==> config.mk <==
export PLATFORM = sky130hd
export DESIGN_NAME = debug_trace_serializer
export DESIGN_NICKNAME = d
export VERILOG_FILES = /design/src/rtl/debug_trace_pkg.sv /design/src/rtl/trace_fifo_2w1r.sv /design/src/rtl/debug_trace_serializer.sv
export SDC_FILE = /design/constraint.sdc
export NUM_CORES = 2
export LEC_CHECK = 0
export ABC_CLOCK_PERIOD_IN_PS = 13410
export CAP_MARGIN = 10
export CELL_PAD_IN_SITES_DETAIL_PLACEMENT = 1
export CELL_PAD_IN_SITES_GLOBAL_PLACEMENT = 2
export CORE_MARGIN = 1
export CORE_UTILIZATION = 47
export CTS_CLUSTER_SIZE = 8
export DETAILED_ROUTE_END_ITERATION = 12
export GPL_TIMING_DRIVEN = 0
export PLACE_DENSITY = 0.9
export RECOVER_POWER = 25
export SYNTH_ARGS = -nofsm -noshare
export SYNTH_HDL_FRONTEND = slang
export SYNTH_HIERARCHICAL = 1
export SYNTH_SLANG_ARGS = --single-unit
==> constraint.sdc <==
create_clock -name clk -period 13.41 [get_ports clk]
set_clock_uncertainty 0.2 [all_clocks]
set_input_delay 3.3525 -clock clk [delete_from_list [all_inputs] [get_ports clk]]
set_output_delay 3.3525 -clock clk [all_outputs]
set_load 0.02 [all_outputs]
==> src/rtl/debug_trace_pkg.sv <==
// Shared types and constants for the debug trace serializer.
package debug_trace_pkg;

    localparam logic [3:0]  TRACE_WEN_ALL = 4'hf;
    localparam int unsigned TRACE_PC_W    = 32;
    localparam int unsigned TRACE_DATA_W  = 32;

    // Default entry layout; the top re-declares it with its own widths.
    typedef struct packed {
        logic [4:0]              rd;
        logic [TRACE_DATA_W-1:0] wdata;
        logic [TRACE_PC_W-1:0]   pc;
    } wb_entry_t;

endpackage

==> src/rtl/trace_fifo_2w1r.sv <==
// Two-write/one-read circular buffer; din1 is stored behind din0 when both are pushed.
module trace_fifo_2w1r
    import debug_trace_pkg::*;
#(
    parameter int unsigned DEPTH   = 8,
    parameter type         entry_t = wb_entry_t,
    localparam int unsigned AW     = $clog2(DEPTH),
    localparam int unsigned CW     = AW + 1
) (
    input  logic          clk,
    input  logic          resetn,
    input  logic          push0,
    input  entry_t        din0,
    input  logic          push1,
    input  entry_t        din1,
    input  logic          pop,
    output entry_t        head,
    output logic [CW-1:0] count
);

    entry_t        mem_q [DEPTH];
    entry_t        mem_d [DEPTH];
    logic [AW-1:0] rd_ptr_q, rd_ptr_d;
    logic [AW-1:0] wr_ptr_q, wr_ptr_d;
    logic [CW-1:0] count_q, count_d;
    logic [AW-1:0] wr_idx1;

    always_comb begin
        mem_d   = mem_q;
        wr_idx1 = push0 ? wr_ptr_q + AW'(1) : wr_ptr_q;
        if (push0) mem_d[wr_ptr_q] = din0;
        if (push1) mem_d[wr_idx1] = din1;
        wr_ptr_d = wr_ptr_q + AW'(push0) + AW'(push1);
        rd_ptr_d = rd_ptr_q + AW'(pop);
        count_d  = count_q + CW'(push0) + CW'(push1) - CW'(pop);
    end

    always_ff @(posedge clk or negedge resetn) begin
        if (!resetn) begin
            mem_q    <= '{default: '0};
            rd_ptr_q <= '0;
            wr_ptr_q <= '0;
            count_q  <= '0;
        end else begin
            mem_q    <= mem_d;
            rd_ptr_q <= rd_ptr_d;
            wr_ptr_q <= wr_ptr_d;
            count_q  <= count_d;
        end
    end

    assign head  = mem_q[rd_ptr_q];
    assign count = count_q;

endmodule

==> src/rtl/debug_trace_serializer.sv <==
// Merges two writeback slots into one single-issue debug trace stream with stall/overflow.
// Optional macro DEBUG_TRACE_SEQ_EN adds a 32-bit emitted-write sequence number output.
module debug_trace_serializer
    import debug_trace_pkg::*;
#(
    parameter int unsigned DEPTH  = 8,
    parameter int unsigned PC_W   = 32,
    parameter int unsigned DATA_W = 32
) (
    input  logic              clk,
    input  logic              resetn,
    input  logic              wb0_en,
    input  logic [4:0]        wb0_rd,
    input  logic [DATA_W-1:0] wb0_wdata,
    input  logic [PC_W-1:0]   wb0_pc,
    input  logic              wb1_en,
    input  logic [4:0]        wb1_rd,
    input  logic [DATA_W-1:0] wb1_wdata,
    input  logic [PC_W-1:0]   wb1_pc,
    output logic              trace_stall,
    output logic              trace_overflow,
    output logic [PC_W-1:0]   debug_wb_pc,
    output logic [3:0]        debug_wb_rf_wen,
    output logic [4:0]        debug_wb_rf_wnum,
`ifdef DEBUG_TRACE_SEQ_EN
    output logic [31:0]       debug_wb_seq,
`endif
    output logic [DATA_W-1:0] debug_wb_rf_wdata
);

    localparam int unsigned CW = $clog2(DEPTH) + 1;

    typedef struct packed {
        logic [4:0]        rd;
        logic [DATA_W-1:0] wdata;
        logic [PC_W-1:0]   pc;
    } entry_t;

    entry_t        e0, e1, head, cand0, cand1, out_q, out_d;
    logic          acc0, acc1, fifo_empty, pop, emit, push0, push1;
    logic          wen_q, wen_d, overflow_q, overflow_d;
    logic [1:0]    n_cand;
    logic [CW-1:0] count, room;

    assign e0 = '{rd: wb0_rd, wdata: wb0_wdata, pc: wb0_pc};
    assign e1 = '{rd: wb1_rd, wdata: wb1_wdata, pc: wb1_pc};

    always_comb begin
        acc0       = wb0_en && (wb0_rd != 5'd0);
        acc1       = wb1_en && (wb1_rd != 5'd0);
        fifo_empty = (count == '0);
        pop        = !fifo_empty;
        emit       = pop || acc0 || acc1;
        out_d      = out_q;
        cand0      = e0;
        cand1      = e1;
        n_cand     = 2'd0;
        if (fifo_empty) begin
            // Oldest accepted slot bypasses the FIFO; only a second one is buffered.
            if (emit) out_d = acc0 ? e0 : e1;
            cand0  = e1;
            n_cand = {1'b0, acc0 && acc1};
        end else begin
            out_d  = head;
            cand0  = acc0 ? e0 : e1;
            n_cand = 2'(acc0) + 2'(acc1);
        end
        // Slot freed by this edge's pop is reusable for a push in the same edge.
        room       = CW'(DEPTH) - count + CW'(pop);
        push0      = (n_cand != 2'd0) && (room != '0);
        push1      = (n_cand == 2'd2) && (room >= CW'(2));
        overflow_d = overflow_q || (push0 != (n_cand != 2'd0)) || (push1 != (n_cand == 2'd2));
        wen_d      = emit;
    end

    trace_fifo_2w1r #(
        .DEPTH   (DEPTH),
        .entry_t (entry_t)
    ) u_fifo (
        .clk    (clk),
        .resetn (resetn),
        .push0  (push0),
        .din0   (cand0),
        .push1  (push1),
        .din1   (cand1),
        .pop    (pop),
        .head   (head),
        .count  (count)
    );

    always_ff @(posedge clk or negedge resetn) begin
        if (!resetn) begin
            out_q      <= '0;
            wen_q      <= 1'b0;
            overflow_q <= 1'b0;
        end else begin
            out_q      <= out_d;
            wen_q      <= wen_d;
            overflow_q <= overflow_d;
        end
    end

`ifdef DEBUG_TRACE_SEQ_EN
    logic [31:0] seq_q, seq_d;

    always_comb begin
        seq_d = seq_q;
        if (emit) seq_d = seq_q + 32'd1;
    end

    always_ff @(posedge clk or negedge resetn) begin
        if (!resetn) seq_q <= '0;
        else         seq_q <= seq_d;
    end

    assign debug_wb_seq = seq_q;
`endif

    assign trace_stall       = (count >= CW'(DEPTH - 2));
    assign trace_overflow    = overflow_q;
    assign debug_wb_rf_wen   = wen_q ? TRACE_WEN_ALL : 4'h0;
    assign debug_wb_pc       = out_q.pc;
    assign debug_wb_rf_wnum  = out_q.rd;
    assign debug_wb_rf_wdata = out_q.wdata;

endmodule

======== Yosys cells after proc, flatten, opt, wreduce, memory -nomap -nowiden ========
Cells that the tools add are included.
word-level totals
  logic and storage cells ................. 91
  flip-flop bits (word level) ............. 633
cells by class
  reductions and logical operators ........ 17
  magnitude comparators ................... 7
  bitwise logic cells ..................... 3
  eq/ne operators ......................... 4
  add/sub/neg operators ................... 10
  mux-type cells .......................... 18
operator list
  operator                                                                count
  552-bit bitwise mux                                                     2
  552-bit 2-to-1 mux                                                      2
  69-bit 2-to-1 mux                                                       8
  69-bit demux with 3-bit select                                          2
  69-bit binary-select mux with 3-bit select                              1
  4-bit by 1-bit adder with 4-bit output                                  3
  4-bit >= comparator (second input constant)                             3
  3-bit NOT with 4-bit output                                             3
  5-bit nonzero test                                                      2
  3-bit by 1-bit adder with 3-bit output                                  3
  4-bit by 1-bit < comparator with 1-bit output (second input constant)   2
  1-bit logical AND                                                       7
  4-bit by 2-bit >= comparator with 1-bit output (second input constant)  1
  4-bit by 3-bit >= comparator with 1-bit output (second input constant)  1
  4-bit logical NOT                                                       1
  1-bit logical OR                                                        4
  4-bit 2-to-1 mux                                                        1
  4-bit nonzero test                                                      1
  4-bit by 1-bit subtractor with 4-bit output                             1
  4-bit subtractor (first input constant)                                 1
  3-bit by 1-bit adder with 3-bit output (second input constant)          1
  3-bit 2-to-1 mux                                                        1
  1-bit by 1-bit adder with 2-bit output                                  1
  2-bit == test (second input constant)                                   1
  other kinds (5)                                                         6

======== Longest topological paths before layout ========
  depth after elaboration ................. 14
  mapped depth ............................ 16
  mapped depth without buffers ............ 15

======== Cells and area by module ========
Netlist, hierarchy kept.
modules (own cells, without submodules)
  module                  area an instance (um2)  times used  cells each
  trace_fifo_2w1r         31656.6                 1           2093
  debug_trace_serializer  4708.3                  1           509

======== Least setup slack after synthesis ========
No wires, ideal clock.
  path type ............................... input port to flip-flop
  from .................................... input port wb1_rd[2]
  to ...................................... register u_fifo.count_q[2] (netlist: u_fifo/count[2])
  arrival ................................. 6.652 ns
  setup slack ............................. 6.436 ns
  data required time ...................... 13.087 ns
  library setup time ...................... 0.123 ns
  stages on the path ...................... 11
  path buffers ............................ 2
  cell sequence ........................... or4_1 o21a_1 clkbuf_1 clkbuf_1 ha_1 a2111oi_0 inv_1 ha_1 fa_1 fa_1 xnor2_1
between the ends
  elaborated cells on any way between the ends .. 12
RTL lines
  element                                                                      RTL line                                                    text
  start, declared                                                              debug_trace_serializer.sv:17                                input logic [4:0] wb1_rd,
  5-bit nonzero test *                                                         debug_trace_serializer.sv:50                                acc1 = wb1_en && (wb1_rd != 5'd0);
  1-bit logical AND *                                                          debug_trace_serializer.sv:50
  1-bit by 1-bit adder with 2-bit output or 1-bit logical AND (tied branches)  debug_trace_serializer.sv:66, debug_trace_serializer.sv:62
  2-bit 2-to-1 mux *                                                           debug_trace_serializer.sv:58                                if (fifo_empty) begin
  2-bit == test *                                                              debug_trace_serializer.sv:71                                push1 = (n_cand == 2'd2) && (room >= CW'(2));
  1-bit logical AND *                                                          debug_trace_serializer.sv:71
  via push1                                                                    debug_trace_serializer.sv:40                                logic acc0, acc1, fifo_empty, pop, emit, push0, push1;
  4-bit by 1-bit adder with 4-bit output *                                     trace_fifo_2w1r.sv:35                                       count_d = count_q + CW'(push0) + CW'(push1) - CW'(pop);
  4-bit by 1-bit subtractor with 4-bit output *                                trace_fifo_2w1r.sv:35
  via u_fifo.count_d[2]                                                        trace_fifo_2w1r.sv:25                                       logic [CW-1:0] count_q, count_d;
  end signal, assigned                                                         trace_fifo_2w1r.sv:48                                       count_q <= count_d;
  end, declared                                                                trace_fifo_2w1r.sv:25
Mark *: on every way through the listed nets, which the timed path passes. The rest lies on a longest branch.
A chain may end at the register's enable or synchronous reset.

==> results.sh <==
export IMPL_status="finished with violations"
export IMPL_crit_type="in2reg"
export IMPL_seqCellArea_um2=15800
export IMPL_drive_gt1_frac=0.526
export IMPL_cp_top_family="buffers and inverters"
export IMPL_slew_limit_headroom=-1.90
export IMPL_power_leakage_nw=16.9
export IMPL_start_util=0.477
export IMPL_finalWirelength_mm=123
export IMPL_rsz0062_at_grt="false"
export IMPL_finalCritPeriodShare=0.666
export IMPL_ant_nets=0
export IMPL_fin_util=0.556
export IMPL_grt_remaining_overflow=0
export IMPL_crit_required_ns=13.73
export IMPL_design_area_um2=42400
export IMPL_rows=101
export IMPL_dr_pass1_iters=7
export IMPL_syn2layout_area_growth_pct=16.6
export IMPL_clock_latency_ns=0.64
export IMPL_holdBufCountCts=0
export IMPL_num_vias=25400
export IMPL_htree_num_levels=3
export IMPL_clock_sinks=633
export IMPL_cts_resized=0
export IMPL_clock_root_buffer="clkbuf_16"
export IMPL_cts_tree="built"
export IMPL_synth_nets=2757
export IMPL_tightestPinTransition_ns=4.35
export IMPL_path_cells="clkdlybuf4s50_1 > or4_1 > o21a_1 > clkbuf_1 > buf_16 > clkbuf_1 > ha_1 > a21oi_1 > a31oi_1 > nand2b_1 > nor2_1 > buf_2 > buf_2 > mux2_2 > mux2_2"
export IMPL_fin_nets=3072
export IMPL_fillers=7308
export IMPL_critPathArrivalTime_ns=9.26
export IMPL_antenna_found_initial=3
export IMPL_core_area_um2=76200
export IMPL_die_area_um2=78500
export IMPL_ir_worst_vdd_uv=116
export IMPL_end_kind="flop"
export IMPL_synth_enable_flop_cells=0
export IMPL_synth_area_um2=36400
export IMPL_die_y_um=280
export IMPL_slew_viol_final=69
export IMPL_ys_flop_type="dfrtp_1"
export IMPL_io_pins=217
export IMPL_layout_commonest_cell="mux2_2"
export IMPL_gp_congestion=0.824
export IMPL_path_max_fanout=11
export IMPL_ys_async_sr_fraction=1.00
export IMPL_grt_start_max_net_pins=125
export IMPL_place_area_um2=40000
export IMPL_grt_pass1_wl_mm=184
export IMPL_synth_cell_types=48
export IMPL_port_buffers=215
export IMPL_die_w_um=280
export IMPL_setup_viol=0
export IMPL_yosysWarnings=6
export IMPL_route_detailed_drc=0
export IMPL_grt_usage=0.314
export IMPL_yosysSeqAreaShare=0.436
export IMPL_cts_setup_buffers=0
export IMPL_ctsLongestPathBuffers=3
export IMPL_grt_pass1_vias=28500
export IMPL_slowest_stage="nor2_1"
export IMPL_dp_hpwl_mm=79.8
export IMPL_synth_cells=2602
export IMPL_multi_input_area_um2=19400
export IMPL_maxCapViolations=1
export IMPL_period_minus_slack_ns=8.93
export IMPL_max_stage_delay_ns=0.82
export IMPL_finalHoldViolCount=0
export IMPL_clk_pin_slew_ns=0.05
export IMPL_avgViaCountPerCell=6.41
export IMPL_fin_setup_tns_ns=0
export IMPL_syn_area_per_cell_um2=14.0
export IMPL_violations="capacitance limit, slew limit"
export IMPL_path_buf_inv=6
export IMPL_start_kind="input port"
export IMPL_hold_class="reg2reg"
export IMPL_cts_buffers=89
export IMPL_max_freq_ghz=0.112
export IMPL_synth_seq_cells=633
export IMPL_wire_per_inst_um=31.1
export IMPL_cellPowerDensity_nw_per_um2=261
export IMPL_first_iter_violations=1812
export IMPL_reg2reg_slack_ns=6.20
export IMPL_final_cell_mix="mux2_2 (1154), dfrtp_1 (633), clkdlybuf4s50_1 (214)"
[metal layers]
metal | GRT usage | up-vias | part of all wire
met1 | 0.395 | 13500 | 0.40
met4 | 0.150 | 2 | 0.047
met3 | 0.0580 | 331 | 0.060
met2 | 0.523 | 986 | 0.49
met5 | 0 | - | 0.000098
li1 | - | 10500 | -
[power breakdown]
part           internal, mW  leakage (nW)  total (mW)  switching, mW
combinational          3.11          8.21        5.52           2.41
clock                  1.23          1.18        2.06          0.832
sequential             2.93          7.55        3.50          0.567
total                  7.27          16.9        11.1           3.81
[flip-flops by register name (all words and copies together), names as in the netlist]
signal,count
u_fifo/mem_q,552
wen_q,1
u_fifo/count,4
debug_wb_pc,32
u_fifo/wr_ptr_q,3
debug_wb_rf_wnum,5
trace_overflow,1
u_fifo/rd_ptr_q,3
debug_wb_rf_wdata,32
[per-stage QoR]
stage,worst slack (ns),std cells,hold slack [ns],power [mW]
2_1_floorplan,6.44,2602,0.264,7.29
3_3_place_gp,-19.23,3847,0.276,8.53
3_5_place_dp,3.93,3856,0.286,8.92
4_1_cts,4.58,3954,0.300,11.1
5_1_grt,4.34,3954,0.325,11.6
6_report,4.48,3955,0.301,11.1
[area by class of cell]
| type | instances | share of cell area |
|---|---|---|
| Multi-Input combinational cell | 1727 | 0.457 |
| Sequential cell | 633 | 0.374 |
| Clock buffer | 96 | 0.0562 |
| Timing Repair Buffer | 224 | 0.0553 |
| Tap cell | 1030 | 0.0304 |
| Buffer | 222 | 0.0249 |
| Inverter | 20 | 0.00177 |
| Clock inverter | 2 | 0.000413 |
| Antenna cell | 1 | 0.0000590 |
[cell families (layout without fill, tap and decap cells)]
kind of cell / count (synthesis) / in the layout / share of synthesized area
fa+ha+maj: 13 / 13 / 0.00509
compound gates: 226 / 226 / 0.0420
buf+inv: 242 / 564 / 0.0311
mux: 1382 / 1382 / 0.472
xor+xnor: 6 / 6 / 0.00165
simple gates: 100 / 100 / 0.0129
other cells: 0 / 1 / 0
flops: 633 / 633 / 0.436
[synthesized netlist by cell type, types with 12 or more instances]
library cell | number | area (um^2)
inv_1 | 17 | 63.8
clkbuf_1 | 93 | 349
buf_1 | 12 | 45.0
mux2_2 | 1154 | 13000
dfrtp_1 | 633 | 15800
nand2_1 | 69 | 259
buf_4 | 15 | 113
a21oi_1 | 67 | 335
buf_2 | 96 | 480
a31oi_1 | 67 | 419
mux4_2 | 138 | 3110
mux2_1 | 79 | 890
o32ai_1 | 64 | 561
[path summary, 6_finish.rpt]
kind	startpoint	end	cells past startpoint
max	wb1_rd[2]	u_fifo/mem_q[266]	15
min	debug_wb_rf_wnum[0]	debug_wb_rf_wnum[0]	1
max reg2reg	u_fifo/count[2]	u_fifo/mem_q[464]	14
min reg2reg	debug_wb_rf_wnum[0]	debug_wb_rf_wnum[0]	1
max in group asynchronous	resetn	debug_wb_rf_wdata[9]	3
min in group asynchronous	resetn	u_fifo/mem_q[211]	1
Note: power is estimated with default switching activity, not from simulation.
